===== config.mk =====
export PLATFORM = sky130hd
export DESIGN_NAME = game_flow_controller
export DESIGN_NICKNAME = d
export VERILOG_FILES = /design/src/rtl/game_flow_controller.sv
export SDC_FILE = /design/constraint.sdc
export NUM_CORES = 1
export LEC_CHECK = 0
export BUFFER_PORTS_ARGS = -buffer_cell sky130_fd_sc_hd__buf_2
export CORE_MARGIN = 2
export CORE_UTILIZATION = 49
export CTS_CLUSTER_DIAMETER = 40
export CTS_CLUSTER_SIZE = 24
export DETAILED_ROUTE_END_ITERATION = 8
export PLACE_DENSITY = 0.82
export SYNTH_ARGS = -nofsm -noshare
export SYNTH_HDL_FRONTEND = slang
export SYNTH_SLANG_ARGS = --single-unit

===== constraint.sdc =====
create_clock -name clk -period 1.65 [get_ports clk]
set_input_delay 0.0825 -clock clk [delete_from_list [all_inputs] [get_ports clk]]
set_output_delay 0.0825 -clock clk [all_outputs]
set_load 0.005 [all_outputs]

===== src/rtl/game_flow_controller.sv =====
// Pong game sequencer: IDLE -> SERVE -> PLAY -> POINT ... -> GAME_OVER.
// Owns both score counters and gates the ball datapath; paced by per-frame timing_tick.
module game_flow_controller #(
  parameter int WIN_SCORE          = 5,
  parameter int SERVE_DELAY_FRAMES = 60,
  parameter int POINT_HOLD_FRAMES  = 90,
  parameter int SCORE_W            = 4
) (
  input  logic               clk,
  input  logic               rst,
  input  logic               timing_tick,
  input  logic               start,
  input  logic               ball_out_left,
  input  logic               ball_out_right,
  output logic               ball_rst,
  output logic               ball_run,
  output logic               serve_dir,
  output logic [SCORE_W-1:0] score_left,
  output logic [SCORE_W-1:0] score_right,
  output logic               game_over,
  output logic               winner,
  output logic [2:0]         state_dbg
);

  localparam int MAX_FRAMES = (SERVE_DELAY_FRAMES > POINT_HOLD_FRAMES) ?
                              SERVE_DELAY_FRAMES : POINT_HOLD_FRAMES;
  localparam int CNT_W      = $clog2(MAX_FRAMES + 1);

  typedef enum logic [2:0] {
    S_IDLE      = 3'd0,
    S_SERVE     = 3'd1,
    S_PLAY      = 3'd2,
    S_POINT     = 3'd3,
    S_GAME_OVER = 3'd4
  } state_t;

  state_t             r_state, w_state_nxt;
  logic [CNT_W-1:0]   r_cnt, w_cnt_nxt;
  logic [SCORE_W-1:0] r_score_left, w_score_left_nxt;
  logic [SCORE_W-1:0] r_score_right, w_score_right_nxt;
  logic               r_serve_dir, w_serve_dir_nxt;
  logic               r_winner, w_winner_nxt;
  logic               r_start_q;
  logic               r_ball_rst, w_ball_rst_nxt;
  logic               r_ball_run, w_ball_run_nxt;
  logic               r_game_over, w_game_over_nxt;

  logic               w_start_edge;
  logic [SCORE_W-1:0] w_score_left_inc, w_score_right_inc;

  assign w_start_edge      = start & ~r_start_q;
  assign w_score_left_inc  = r_score_left + SCORE_W'(1);
  assign w_score_right_inc = r_score_right + SCORE_W'(1);

  always_comb begin
    // NOTE: every signal gets a default first so no path through the case infers a latch.
    w_state_nxt       = r_state;
    w_cnt_nxt         = '0;
    w_score_left_nxt  = r_score_left;
    w_score_right_nxt = r_score_right;
    w_serve_dir_nxt   = r_serve_dir;
    w_winner_nxt      = r_winner;

    case (r_state)
      S_IDLE: begin
        if (w_start_edge) begin
          w_score_left_nxt  = '0;
          w_score_right_nxt = '0;
          w_serve_dir_nxt   = 1'b1;
          w_state_nxt       = S_SERVE;
        end
      end
      S_SERVE: begin
        w_cnt_nxt = r_cnt;
        if (timing_tick) begin
          if (r_cnt == CNT_W'(SERVE_DELAY_FRAMES - 1)) begin
            w_cnt_nxt   = '0;
            w_state_nxt = S_PLAY;
          end else begin
            w_cnt_nxt = r_cnt + CNT_W'(1);
          end
        end
      end
      S_PLAY: begin
        // Left-edge exit takes priority when both edges report in one cycle.
        if (ball_out_left) begin
          w_score_right_nxt = w_score_right_inc;
          w_serve_dir_nxt   = 1'b0;
          if (w_score_right_inc == SCORE_W'(WIN_SCORE)) begin
            w_winner_nxt = 1'b1;
            w_state_nxt  = S_GAME_OVER;
          end else begin
            w_state_nxt = S_POINT;
          end
        end else if (ball_out_right) begin
          w_score_left_nxt = w_score_left_inc;
          w_serve_dir_nxt  = 1'b1;
          if (w_score_left_inc == SCORE_W'(WIN_SCORE)) begin
            w_winner_nxt = 1'b0;
            w_state_nxt  = S_GAME_OVER;
          end else begin
            w_state_nxt = S_POINT;
          end
        end
      end
      S_POINT: begin
        w_cnt_nxt = r_cnt;
        if (timing_tick) begin
          if (r_cnt == CNT_W'(POINT_HOLD_FRAMES - 1)) begin
            w_cnt_nxt   = '0;
            w_state_nxt = S_SERVE;
          end else begin
            w_cnt_nxt = r_cnt + CNT_W'(1);
          end
        end
      end
      S_GAME_OVER: begin
        if (w_start_edge) begin
          w_score_left_nxt  = '0;
          w_score_right_nxt = '0;
          w_winner_nxt      = 1'b0;
          w_serve_dir_nxt   = 1'b1;
          w_state_nxt       = S_SERVE;
        end
      end
      default: w_state_nxt = S_IDLE;
    endcase

    // Datapath controls are decoded from the next state so they register alongside it.
    w_ball_rst_nxt  = (w_state_nxt == S_IDLE) || (w_state_nxt == S_SERVE) ||
                      (w_state_nxt == S_GAME_OVER);
    w_ball_run_nxt  = (w_state_nxt == S_PLAY);
    w_game_over_nxt = (w_state_nxt == S_GAME_OVER);
  end

  // NOTE: sequential state uses non-blocking assignments so all registers update together.
  always_ff @(posedge clk) begin
    if (rst) begin
      r_state       <= S_IDLE;
      r_cnt         <= '0;
      r_score_left  <= '0;
      r_score_right <= '0;
      r_serve_dir   <= 1'b1;
      r_winner      <= 1'b0;
      r_start_q     <= 1'b1;
      r_ball_rst    <= 1'b1;
      r_ball_run    <= 1'b0;
      r_game_over   <= 1'b0;
    end else begin
      r_state       <= w_state_nxt;
      r_cnt         <= w_cnt_nxt;
      r_score_left  <= w_score_left_nxt;
      r_score_right <= w_score_right_nxt;
      r_serve_dir   <= w_serve_dir_nxt;
      r_winner      <= w_winner_nxt;
      r_start_q     <= start;
      r_ball_rst    <= w_ball_rst_nxt;
      r_ball_run    <= w_ball_run_nxt;
      r_game_over   <= w_game_over_nxt;
    end
  end

  assign ball_rst    = r_ball_rst;
  assign ball_run    = r_ball_run;
  assign serve_dir   = r_serve_dir;
  assign score_left  = r_score_left;
  assign score_right = r_score_right;
  assign game_over   = r_game_over;
  assign winner      = r_winner;
  assign state_dbg   = r_state;

endmodule


==> results of run 1 <==
==> logic make-up (layout without fill, tap and decap cells) <==
kind of cell | Yosys count | count (layout) | synth area share [%]
adder cells (fa/ha/maj) | 6 | 6 | 5.764
AO/OA/AOI/OAI | 44 | 44 | 22.48
XOR/XNOR | 4 | 4 | 2.690
flip-flops | 24 | 24 | 36.89
AND/OR/NAND/NOR | 63 | 63 | 27.38
buffers and inverters | 13 | 52 | 4.803
==> through the flow <==
step | std cells | setup slack [ns] | util (%) | hold WS, ns
after floorplan | 154 | 0.006433 | - | 0.1891
after global placement | 215 | 0.03296 | 60.71 | 0.2887
after detailed placement | 215 | -0.01483 | 60.71 | 0.2920
after CTS | 220 | 0.002194 | 63.91 | 0.1194
after global routing | 223 | -0.1091 | 66.12 | 0.1267
final | 223 | 0.01962 | 66.12 | 0.1198
==> power groups by stage <==
stage	logic (W)	clock network, W	registers [W]
6_report	0.0000537	0.000442	0.000585
5_1_grt	0.0000587	0.000475	0.000586
4_1_cts	0.0000511	0.000447	0.000586
3_5_place_dp	0.0000488	0	0.000599
3_3_place_gp	0.0000473	0	0.000599
2_1_floorplan	0.0000299	0	0.000598
==> worst max-delay path, cell delays in order, from the launching register on <==
cell and delay, ns:
dfxtp_4 0.39, ha_2 0.19, and4bb_2 0.24, o2111a_1 0.27, a211o_1 0.36, a21oi_1 0.12
==> flip-flops by register name, indices dropped and copies added (netlist names) <==
name         count
game_over        1
r_start_q        1
score_right      4
score_left       4
r_cnt            7
winner           1
serve_dir        1
state_dbg        3
ball_run         1
ball_rst         1
==> layout by cell type, fill, tap and decap left out, types with 5 or more instances in the layout <==
cell type  count
dfxtp_1       19
buf_4         16
nand3_1        5
o21ai_0        9
nor2_1        18
nand2_1        7
a21oi_1       16
nor3_1         6
buf_2         21
inv_1         10
==> worst paths after layout <==
path / to
setup / recovery: r_cnt[5]
setup reg to reg: r_cnt[5]
hold / removal: score_right[1]
hold reg to reg: score_left[2]
==> Yosys cell counts, types with 3 or more instances <==
library cell,instances
nand2b_1,4
nand3b_1,3
dfxtp_1,24
nand2_1,7
a21oi_1,16
a21bo_2,3
nor3_1,7
nand3_1,5
o21ai_0,9
inv_1,10
nor2b_1,3
ha_1,6
nor2_1,18
==> metal layers <==
layer	wire length, um	part of all wire (%)
met5	0	0
met4	119	3.5
met3	219	6.4
met2	1700	50
met1	1391	41
==> layout make-up <==
| type | instances | share of cell area [%] |
|---|---|---|
| clock buffers | 3 | 1.363 |
| clock inverters | 1 | 1.817 |
| inverters | 10 | 2.271 |
| multi-input cells | 117 | 48.45 |
| flip-flops and latches | 24 | 29.60 |
| well taps | 30 | 2.271 |
| repair buffers | 38 | 14.23 |
==> repair_timing <==
item / CTS / global route
endpoints found under the setup margin: 9 / 14
hold endpoints to repair: 1 / 0
pin swaps: 1 / 8
hold buffers: 1 / 0
setup buffers: 0 / 3
gates resized for setup: 5 / 10
==> impl_metrics.toml, run 1 <==
[timing]
relSlewSlack_pct = 75.32
rsz0062_at_grt = "yes"
min_period_ns = 1.630
tightest_slew_ns = 0.3698
finalCritPeriodShare_pct = 98.81
timing.fmax_ghz = 0.6134
hold_viol = 0
finalSetupTns_ns = 0
fin_skew_ns = 0.005982
finalSetupViolations = 0
slew_violations = 0

[yosys]
yosysWarnings = 0
netlist_area_um2 = 1302
synth-edff-count = 0
yosys.area.top_type = "dfxtp_1"
synth_top_flop_cell = "dfxtp_1"
ys_seq_area_share_pct = 36.89
syn_inst = 154
ys_seq_elements = 24
async_flop_share_pct = 0
avgSynthCellArea_um2 = 8.458
ys_types = 41
synth_fp_nets = 166
synth_top_area_share_pct = 36.89
synth_area_leaders = "dfxtp_1 37%, a21oi_1 6.1%, ha_1 5.8%"

[setup_path]
r2r_setup_slack_ns = 0.02
startpoint = "r_cnt[0]"
crit_path_end_kind = "register"
r2r_start = "r_cnt[0]"
reg2reg_depth = 5
critPathArrivalTime_ns = 1.91
path_class = "reg2reg"
required_ns = 1.93
critPathMaxFanout = 5
startpoint_type = "register"

[placed_design]
dp_hpwl_mm = 2.288
io_buffers = 21
place_area_um2 = 1518
gp_congestion = 0.8326

[cells_and_area]
drive_gt1_share_pct = 33.68
area_growth_pct = 26.90
multi_input_area_um2 = 800.8
antenna_cells = 0
nets = 206
register_area_um2 = 489.2
design_area_um2 = 1653
n_fill_cell = 203

[clock_network]
cts.clk_slew.worst_paths_ns = 0.14
cts_tree = "yes"
insertion_delay_ns = 0.33
cts_max_level = 1
numCtsBuffers = 3
clockRootBuffer = "clkbuf_4"
cts.path.max_buffers = 2
cts_sinks = 24

[grt]
grt_use_met1_pct = 25.62
use_met3_pct = 5.621
grt_pass1_wl_mm = 5.402
grt_max_degree = 20
grt_pass1_vias = 1188
grtUsageTotal_pct = 21.71
met2_usage_pct = 37.24
antenna_found_initial = 0
grt_overflow = 0
busiest_layer = "met2"

[run_status]
run_status = "complete, no violations"

[power]
clkPwrFrac_pct = 40.9
p_int_w = 0.0008458
switching_power_w = 0.0002346
p_leak_nw = 0.6740
power.density_nw_per_um2 = 653.6
total_power_w = 0.001080
ir_drop_mv = 0.7743
power_frac_seq_pct = 54.1
p_sw_share_pct = 21.71
combPwrFrac_pct = 5.0

[hold_path]
min_from = "rst"
holdPathStages = 2
hold_class = "in2reg"

[detailed_routing]
drc_errors = 0
post_drt_wl_per_cell_um = 15.38
viasPerCell = 5.879
drtAntennaViolNets = 0
drt_iter0_drc = 58
wl_mm = 3.430
via_count = 1311
firstDrtPassIters = 4

[die]
start_util_pct = 52.10
fp.dieH_um = 55.56
rows = 18
dieArea_um2 = 3086
fp.coreArea_um2 = 2500
die_width_um = 55.56
io_pins = 22

[job]
drv_cap = 0
No activity file was read; power rests on OpenSTA's default activity.
==> run 2, diff against run 1 <==
Settings changed: REMOVE_ABC_BUFFERS set to 1.
==> impl_metrics.toml, run 2 (same netlist as run 1, synthesis figures left out) <==
[run_status]
run_status = "complete, no violations"

[setup_path]
path_class = "reg2reg"
slowest_delay_ns = 0.40
crit_path_end_kind = "register"
crit_slowest_cell = "dfxtp_2"
critPathArrivalTime_ns = 1.84
critPathMaxFanout = 4
reg2reg_depth = 7
required_ns = 1.89
startpoint_type = "register"
crit_chain = "ha_4 > nor2b_1 > o21bai_2 > a41oi_2 > buf_4 > a21bo_2 > a21oi_1"

[placed_design]
io_buffers = 21
place_area_um2 = 1525
gp_congestion = 0.8346
dp_hpwl_mm = 2.265
place_ws_ns = -0.01688

[timing]
hold_viol = 0
relSlewSlack_pct = 76.02
finalCritPeriodShare_pct = 96.86
timing.fmax_ghz = 0.6257
slew_violations = 0
finalSetupViolations = 0
min_period_ns = 1.598
worst_slack_ns = 0.05174
fin_skew_ns = 0.01049
tightest_slew_ns = 0.3597
rsz0062_at_grt = "yes"
finalSetupTns_ns = 0

[grt]
grt_overflow = 0
grtUsageTotal_pct = 20.37
grt_max_degree = 20
antenna_found_initial = 0
grt_pass1_wl_mm = 5.147
grt_pass1_vias = 1167

[power]
total_power_w = 0.0009400
power.density_nw_per_um2 = 562.8
p_leak_nw = 0.6747
ir_drop_mv = 0.5435

[die]
start_util_pct = 52.10
fp.coreArea_um2 = 2500
dieArea_um2 = 3086
die_width_um = 55.56
rows = 18
io_pins = 22
fp.dieH_um = 55.56

[cells_and_area]
final_cell_mix = "21 x buf_2, 19 x dfxtp_1, 18 x nor2_1, 17 x buf_4, 15 x a21oi_1"
max_flop_register = "r_cnt"
drive_gt1_share_pct = 35.05
design_area_um2 = 1670
n_fill_cell = 205
antenna_cells = 0
area_growth_pct = 28.24
nets = 207
mostFrequentLayoutCell = "buf_2"
utilization_pct = 66.82
largest_reg_flops = 7

[clock_network]
cts.clk_slew.worst_paths_ns = 0.13
cts.path.max_buffers = 2
cts_max_level = 1
clockRootBuffer = "clkbuf_4"
insertion_delay_ns = 0.31
numCtsBuffers = 3
cts_sinks = 24
cts_tree = "yes"

[detailed_routing]
drc_errors = 0
firstDrtPassIters = 4
drtAntennaViolNets = 0
via_count = 1303
viasPerCell = 5.817
post_drt_wl_per_cell_um = 13.61
wl_mm = 3.049
drt_iter0_drc = 52

[job]
drv_cap = 0

[hold_path]
hold_class = "in2reg"
holdPathStages = 3
==> run 2: final timing paths <==
check | slack [ns] | start | to
max | 0.05 | score_right[0] | state_dbg[2]
min | 0.1 | ball_out_right | serve_dir
max reg2reg | 0.05 | score_right[0] | state_dbg[2]
min reg2reg | 0.54 | winner | winner
==> run 2: layer usage <==
metal	global-route usage [%]	share of wire, %
met4	4.181	1.0
met1	24.82	43
met3	4.450	5.0
met2	36.56	51
met5	0	0
==> run 2: power by group <==
group          leakage [nW]   total, W  switching (W)  internal (W)
Combinational         0.457  0.0000538      0.0000339     0.0000199
Sequential            0.197   0.000584     0.00000423      0.000579
Clock                0.0210   0.000303       0.000168      0.000135
Total                 0.675   0.000940       0.000206      0.000734
==> run 2: area by class of cell <==
class                           instances  area, um2  area share [%]
Inverter                               10      37.54           2.247
Multi-Input combinational cell        117      824.5           49.36
Clock buffer                            4      36.28           2.172
Timing Repair Buffer                   39      242.7           14.53
Tap cell                               30      37.54           2.247
Sequential cell                        24      491.7           29.44
==> run 2: what timing repair did <==
item,4_1_cts,5_1_grt
setup endpoints to repair,9,15
gates resized for setup,4,16
hold endpoints to repair,1,0
pin swaps,1,4
setup buffers,0,3
hold buffers,1,0
==> run 2: worst max-delay path, delay by kind of cell (launching register included) <==
family | cells | cell delay, ns
buffers and inverters | 1 | 0.17
adders and majority gates | 1 | 0.16
and+or+nand+nor | 1 | 0.16
DFF | 1 | 0.40
AOI/OAI and AO/OA | 4 | 0.64
==> run 2: metrics by stage <==
step | hold WS (ns) | instances
floorplan | 0.1516 | 151
global placement | 0.2879 | 216
detailed placement | 0.2895 | 216
CTS | 0.08214 | 221
global route | 0.1056 | 224
finish | 0.09630 | 224
==> run 3, diff against run 2 <==
Settings changed: CORE_MARGIN 2 to 1.5.
==> impl_metrics.toml, run 3 (same netlist as run 1, synthesis figures left out) <==
[placed_design]
place_area_um2 = 1525
io_buffers = 21
place_ws_ns = -0.1189
dp_hpwl_mm = 2.329
gp_congestion = 0.8281

[grt]
grt_pass1_vias = 1173
antenna_found_initial = 0
grt_pass1_wl_mm = 4.864
grt_max_degree = 20
grtUsageTotal_pct = 22.44
grt_overflow = 0

[cells_and_area]
n_fill_cell = 196
drive_gt1_share_pct = 34.54
max_flop_register = "r_cnt"
final_cell_mix = "21 x buf_2, 19 x dfxtp_1, 18 x nor2_1, 16 x a21oi_1, 16 x buf_4"
largest_reg_flops = 7
mostFrequentLayoutCell = "buf_2"
area_growth_pct = 30.93
multi_input_area_um2 = 853.3
design_area_um2 = 1705
register_area_um2 = 494.2
nets = 207
antenna_cells = 0

[die]
rows = 18
io_pins = 22
fp.coreArea_um2 = 2500
dieArea_um2 = 2976
start_util_pct = 52.10
die_width_um = 54.56
fp.dieH_um = 54.56

[timing]
whs_ns = 0.08202
timing.fmax_ghz = 0.6069
tightest_slew_ns = 0.3591
rsz0062_at_grt = "yes"
worst_slack_ns = 0.002181
slew_violations = 0
finalSetupViolations = 0
fin_skew_ns = 0.008984
finalCritPeriodShare_pct = 99.87
relSlewSlack_pct = 76.06
min_period_ns = 1.648
hold_viol = 0

[detailed_routing]
drt_iter0_drc = 31
firstDrtPassIters = 6
post_drt_wl_per_cell_um = 14.96
via_count = 1341
drtAntennaViolNets = 0
wl_mm = 3.351
drc_errors = 0
viasPerCell = 5.987

[clock_network]
cts.clk_slew.worst_paths_ns = 0.14
clockRootBuffer = "clkbuf_4"
numCtsBuffers = 3
cts_max_level = 1
cts_sinks = 24
insertion_delay_ns = 0.31
cts_tree = "yes"
cts.path.max_buffers = 2

[power]
p_leak_nw = 0.6891
power.density_nw_per_um2 = 556.3
total_power_w = 0.0009487
ir_drop_mv = 0.3691

[run_status]
run_status = "complete, no violations"

[hold_path]
hold_class = "in2reg"

[setup_path]
required_ns = 1.87
critPathArrivalTime_ns = 1.87
startpoint_type = "register"
crit_path_end_kind = "register"
critPathMaxFanout = 4
path_class = "reg2reg"

[job]
drv_cap = 0
-- run 3: cell counts in the layout (fill, tap and decap cells not counted) --
Identical to the previous run, type by type.
-- run 3: repair_timing --
action	in CTS	in global routing
buffers inserted	0	3
gates resized for setup	5	19
endpoints found under the hold margin	1	0
setup endpoints to repair	11	18
hold buffers	1	0
pin swaps	3	6
-- run 3: per-layer routing --
layer,part of all wire (%),wire length (um),GRT usage (%)
met1,43,1430,26.21
met2,49,1628,39.16
met3,6.5,217,4.918
met4,2.2,74,9.583
met5,0,0,0
-- run 3: cell type report --
cell class / instances / area share (%)
multi-input cells: 117 / 50.04
flip-flops and latches: 24 / 28.98
repair buffers: 39 / 14.45
inverters: 10 / 2.201
well taps: 30 / 2.201
clock buffers: 4 / 2.128
-- run 3: per-stage QoR --
step                      setup TNS, ns  std cells  util, %
final                                 0        224    68.22
after global routing           -0.06268        224    68.22
after CTS                             0        221    63.76
after detailed placement        -0.4893        216    61.01
after global placement                0        216    61.01
after floorplan                -0.01648        151        -
-- run 3: path summary, 6_finish.rpt --
kind	start	to	slack, ns	cells after the start
worst max register to register	score_right[1]	ball_run	0.002	7
worst min register to register	r_cnt[5]	r_cnt[5]	0.55	2
worst min-delay path	ball_out_right	serve_dir	0.08	3
worst max-delay path	score_right[1]	ball_run	0.002	7
-- run 3: power breakdown --
group / leakage (nW) / total (W) / switching, W / internal, W
Combinational: 0.471 / 0.0000566 / 0.0000363 / 0.0000203
Clock: 0.0210 / 0.000310 / 0.000175 / 0.000135
Sequential: 0.197 / 0.000582 / 0.00000416 / 0.000578
-- run 3: critical path, stage by stage (launching register included) --
cell and delay, ns:
dfxtp_4 0.39, ha_4 0.16, buf_6 0.12, nand2b_4 0.15, nor3_4 0.25, a41oi_4 0.08, a41oi_2 0.22, and3b_1 0.19
